<file path="config.mk">
export PLATFORM = sky130hd
export DESIGN_NAME = alu_accum_ctrl_flat
export DESIGN_NICKNAME = d
export VERILOG_FILES = /design/src/rtl/alu_accum_ctrl_if.sv /design/src/rtl/alu_accum_ctrl.sv /design/src/flat_wrapper.sv
export SDC_FILE = /design/constraint.sdc
export NUM_CORES = 1
export LEC_CHECK = 0
export CAP_MARGIN = 5
export CORE_UTILIZATION = 45
export DETAILED_ROUTE_END_ITERATION = 10
export GPL_ROUTABILITY_DRIVEN = 0
export MAX_ROUTING_LAYER = met4
export PLACE_DENSITY = 0.93
export SLEW_MARGIN = 20
export SYNTH_ARGS = -nofsm -noshare
export SYNTH_HDL_FRONTEND = slang
export SYNTH_SLANG_ARGS = --single-unit
</file>
<file path="constraint.sdc">
create_clock -name clk -period 4.7 [get_ports clk]
set_input_delay 1.175 -clock clk [delete_from_list [all_inputs] [get_ports clk]]
set_output_delay 1.175 -clock clk [all_outputs]
set_load 0.05 [all_outputs]
</file>
<file path="src/rtl/alu_accum_ctrl_if.sv">
// Bus between the accumulator/run controller and its neighbours: run control,
// ALU result input, B operand feedback and the valid/ready result handshake.
interface alu_accum_ctrl_if #(
    parameter int RES_W = 8,
    parameter int FB_W  = 4,
    parameter int CNT_W = 4
);
    logic             start;
    logic [CNT_W-1:0] iter_count;
    logic             clear;
    logic [RES_W-1:0] alu_result;
    logic [FB_W-1:0]  B_fb;
    logic [RES_W-1:0] result;
    logic             busy;
    logic             out_valid;
    logic             out_ready;

    modport master (
        output start, iter_count, clear, alu_result, out_ready,
        input  B_fb, result, busy, out_valid
    );

    modport slave (
        input  start, iter_count, clear, alu_result, out_ready,
        output B_fb, result, busy, out_valid
    );
endinterface

</file>
<file path="src/rtl/alu_accum_ctrl.sv">
// Accumulator and run controller that iterates an upstream combinational ALU:
// captures its result for a programmed number of cycles, feeding the low bits back as B.
module alu_accum_ctrl #(
    parameter int RES_W = 8,
    parameter int FB_W  = 4,
    parameter int CNT_W = 4
) (
    input  logic            clk,
    input  logic            srst,
    alu_accum_ctrl_if.slave bus
);
    typedef enum logic [1:0] {
        ST_IDLE = 2'd0,
        ST_RUN  = 2'd1,
        ST_DONE = 2'd2
    } state_t;

    state_t           state_reg, state_next;
    logic [RES_W-1:0] result_reg, result_next;
    logic [CNT_W-1:0] cnt_reg, cnt_next;
    logic             busy_c;
    logic             out_valid_c;

    always_ff @(posedge clk) begin
        if (srst) begin
            state_reg  <= ST_IDLE;
            result_reg <= '0;
            cnt_reg    <= '0;
        end else begin
            state_reg  <= state_next;
            result_reg <= result_next;
            cnt_reg    <= cnt_next;
        end
    end

    // cnt counts remaining captures; the edge that sees cnt==1 does the last one.
    always_comb begin
        state_next  = state_reg;
        result_next = result_reg;
        cnt_next    = cnt_reg;
        case (state_reg)
            ST_IDLE: begin
                if (bus.clear) begin
                    result_next = '0;
                end else if (bus.start) begin
                    if (bus.iter_count == '0) begin
                        state_next = ST_DONE;
                    end else begin
                        cnt_next   = bus.iter_count;
                        state_next = ST_RUN;
                    end
                end
            end
            ST_RUN: begin
                result_next = bus.alu_result;
                cnt_next    = cnt_reg - CNT_W'(1);
                if (cnt_reg == CNT_W'(1)) begin
                    state_next = ST_DONE;
                end
            end
            ST_DONE: begin
                if (bus.out_ready) begin
                    state_next = ST_IDLE;
                end
            end
            default: state_next = ST_IDLE;
        endcase
    end

    always_comb begin
        busy_c      = 1'b0;
        out_valid_c = 1'b0;
        case (state_reg)
            ST_RUN:  busy_c = 1'b1;
            ST_DONE: begin
                busy_c      = 1'b1;
                out_valid_c = 1'b1;
            end
            default: begin
                busy_c      = 1'b0;
                out_valid_c = 1'b0;
            end
        endcase
    end

    assign bus.busy      = busy_c;
    assign bus.out_valid = out_valid_c;
    assign bus.result    = result_reg;

    // Feedback comes straight off the register so the ALU sees it in the same cycle.
    generate
        for (genvar gi = 0; gi < FB_W; gi++) begin : g_fb
            assign bus.B_fb[gi] = result_reg[gi];
        end
    endgenerate
endmodule

</file>
<file path="src/flat_wrapper.sv">
// flat-port wrapper written by rule: the top's interface ports become plain ports
module alu_accum_ctrl_flat 
#(
    parameter int RES_W = 8,
    parameter int FB_W  = 4,
    parameter int CNT_W = 4
)
  (clk, srst, bus_start, bus_iter_count, bus_clear, bus_alu_result, bus_out_ready, bus_B_fb, bus_result, bus_busy, bus_out_valid);
  alu_accum_ctrl_if #(.RES_W(RES_W), .FB_W(FB_W), .CNT_W(CNT_W)) bus_i ();
  input  logic clk;
  input  logic srst;
  input wire logic [$bits(bus_i.start)-1:0] bus_start;
  input wire logic [$bits(bus_i.iter_count)-1:0] bus_iter_count;
  input wire logic [$bits(bus_i.clear)-1:0] bus_clear;
  input wire logic [$bits(bus_i.alu_result)-1:0] bus_alu_result;
  input wire logic [$bits(bus_i.out_ready)-1:0] bus_out_ready;
  output wire logic [$bits(bus_i.B_fb)-1:0] bus_B_fb;
  output wire logic [$bits(bus_i.result)-1:0] bus_result;
  output wire logic [$bits(bus_i.busy)-1:0] bus_busy;
  output wire logic [$bits(bus_i.out_valid)-1:0] bus_out_valid;
  assign bus_i.start = bus_start;
  assign bus_i.iter_count = bus_iter_count;
  assign bus_i.clear = bus_clear;
  assign bus_i.alu_result = bus_alu_result;
  assign bus_i.out_ready = bus_out_ready;
  assign bus_B_fb = bus_i.B_fb;
  assign bus_result = bus_i.result;
  assign bus_busy = bus_i.busy;
  assign bus_out_valid = bus_i.out_valid;
  alu_accum_ctrl #(.RES_W(RES_W), .FB_W(FB_W), .CNT_W(CNT_W)) u_core (.clk(clk), .srst(srst), .bus(bus_i));
endmodule
</file>
==> out/metrics.csv <==
stage;metric;value;unit
final_layout;register area;280;um2
sta;post-route setup TNS;0;ns
final_layout;filler cell count;115;
floorplan;site row count;14;
synth;Post-synth top cells;dfxtp_1 (14), nor2_1 (14), a22oi_1 (8);
drt;via count;735;
sta;crit share post-route;63.3;%
power_and_ir_drop;PwrDens;438;mW/mm2
power_and_ir_drop;Max IR drop VDD;0.000302;V
clocking;PostCTS Resize Cnt;0;
sta;Final Hold Vio Count;0;
drt;drt wl/cell;12.4;um
clocking;clock latency on the worst-skew pair;0.29;ns
global_route;GRT Overall Usage;22.4;%
global_route;largest net degree at the start of global routing;16;
clocking;clk sinks;14;
synth;adder-cell share of the synthesized area;9.30;%
drt;Detailed Routing Iterations Pass 1;4;
synth;syn_nets;114;
setup_path;CP endpoint kind;output port;
global_route;GR Overflow Total;0;
synth;sequential cell area fraction in the yosys report;34.7;%
synth;Synth Register Bits;14;
sta;Achievable Freq;0.336;GHz
final_layout;Area growth syn-to-layout;39.8;%
sta;Rel. slew slack;63.9;%
placement;DPL Wire Length;1360;um
sta;endpoints failing setup;0;
clocking;CTS tree;built;
global_route;Global Route met1 Usage;23.3;%
synth;Compound-Gate Fraction of Synth Area;24.7;%
synth;largest family of logic cells by synthesized area;compound AO/OA/AOI/OAI gates;
synth;xor and xnor area share after synthesis;0;%
floorplan;chip width;44.4;um
floorplan;Top Ports;31;
final_layout;share of cells above drive strength 1;7.63;%
global_route;gr busiest metal;met2;
power_and_ir_drop;Pleak;0.416;nW
synth;top cell type's share of synthesized area;34.7;%
synth;Synth async-reset ratio;0;%
final_layout;Multi-input gate area;459;um2
job;max cap viols;0;
synth;Syn Inst Count;91;
drt;DRC;0;
global_route;number of global-route vias before repair;726;
synth;Ys Warns;0;
drt;overall routed net length;1760;um
setup_path;startpoint types;flip-flop;
drt;First DRT Iteration DRCs;20;
clocking;Worst-path clk slew;0.08;ns
drt;post-route ant nets;0;
synth;Synth cell types;30;
status;status;completed;
sta;clock skew;0.00191;ns
clocking;clock buffer count from CTS;3;
final_layout;fin util;70.8;%
synth;synthesized area;807;um2
synth;Synth area leaders;dfxtp_1 (35%), ha_1 (9.3%), a22oi_1 (7.4%), nor2_1 (6.5%), buf_4 (4.7%);
clocking;Clock Path Buffers;2;
floorplan;Starting Density;50.6;%
global_route;first-pass GRT wire length;3040;um
global_route;grt met3 use;7.35;%
synth;most area-hungry cell type in the Yosys netlist;dfxtp_1;
setup_path;CP arrival;1.80;ns
synth;mux cell area share after synthesis;2.48;%
clocking;Hold-fix buffers, CTS;0;
final_layout;number of flip-flops under the largest register name;8;
synth;Synth Flop Type;dfxtp_1;
final_layout;diode count;0;
clocking;htree depth;1;
sta;min cycle time layout;2.98;ns
global_route;Global Route met2 Usage;36.8;%
final_layout;layout net count;142;
setup_path;WP data required;3.52;ns
floorplan;core area;0.00159;mm2
floorplan;die height;44.4;um
placement;Port Buffers;30;
sta;RSZ-0062 raised after global routing;false;
global_route;initial antenna violation count;0;
clocking;Root Driver;clkbuf_4;
sta;Least-Margin Pin Slew;0.538;ns
setup_path;crit path max fanout;3;
synth;Post-synth EDFFs;0;
synth;syn avg cell area;8.87;um2
hold_path;min-delay worst type;reg -> reg;
drt;detail-routed via count per cell;5.18;
clocking;Setup Fix Bufs, Post-CTS;0;
sta;Slew Viols, Final;0;
setup_path;kind of critical path;reg -> out;
floorplan;DIE AREA;0.00197;mm2
synth;post-synthesis simple-gate area fraction;20.5;%
[cell type report]
type,count,area share (%)
clock buffer,4,3.22
inverter,6,2.00
multi-input combinational,64,40.7
sequential,14,24.8
tap,24,2.66
timing repair buffer,30,26.6
[final timing paths]
path / startpoint / end / slack, ns / cells after the start
setup / recovery: u_core.state_reg[0]$_SDFFE_PP0P_ / bus_busy / 1.72 / 3
hold reg to reg: u_core.state_reg[0]$_SDFFE_PP0P_ / u_core.state_reg[0]$_SDFFE_PP0P_ / 0.50 / 2
hold / removal: u_core.state_reg[0]$_SDFFE_PP0P_ / u_core.state_reg[0]$_SDFFE_PP0P_ / 0.50 / 2
setup reg to reg: u_core.state_reg[0]$_SDFFE_PP0P_ / u_core.cnt_reg[1]$_SDFFE_PP0P_ / 2.93 / 6
[critical path, cell delays in order (launching register included)]
cell and delay [ns]:
dfxtp_1 0.36, inv_1 0.08, ha_1 0.28, clkdlybuf4s50_1 0.79
[cells in the final DEF, fill, tap and decap left out, drive strengths merged, types with 4 or more instances in the layout]
master / count
clkbuf: 4
nand2: 4
dfxtp: 14
o21ai: 4
inv: 6
nand2b: 5
clkdlybuf4s50: 30
nor2: 14
ha: 6
a21oi: 4
a22oi: 8
[logic make-up after synthesis]
family          Yosys count
flops                    14
compound gates           25
fa+ha+maj                 6
simple gates             31
mux                       2
buf+inv                  13
[stage by stage]
| stage | cell area (um2) | total power, mW | std cells | hold WS, ns | setup WS, ns |
|---|---|---|---|---|---|
| detailed placement | 1090 | 0.408 | 138 | 0.490 | 2.01 |
| global placement | 1090 | 0.401 | 138 | 0.478 | 2.02 |
| global route | 1130 | 0.526 | 142 | 0.518 | 1.65 |
| finish | 1130 | 0.495 | 142 | 0.496 | 1.72 |
| floorplan | 807 | 0.347 | 91 | 0.450 | 2.49 |
| CTS | 1130 | 0.497 | 142 | 0.502 | 1.70 |
[power by group]
| group | switching, mW | leakage (nW) | internal [mW] | total, mW |
|---|---|---|---|---|
| Sequential | 0.0150 | 0.114 | 0.138 | 0.153 |
| Clock | 0.0407 | 0.0210 | 0.0473 | 0.0880 |
| Combinational | 0.155 | 0.281 | 0.0981 | 0.254 |
| Total | 0.211 | 0.416 | 0.284 | 0.495 |
[metal layers]
layer  share of wire [%]  vias up
li1                    -      372
met3                 4.6        4
met5                   0        -
met1                  42      342
met4                 2.4        0
met2                  51       17
No activity file was read; power rests on OpenSTA's default activity.
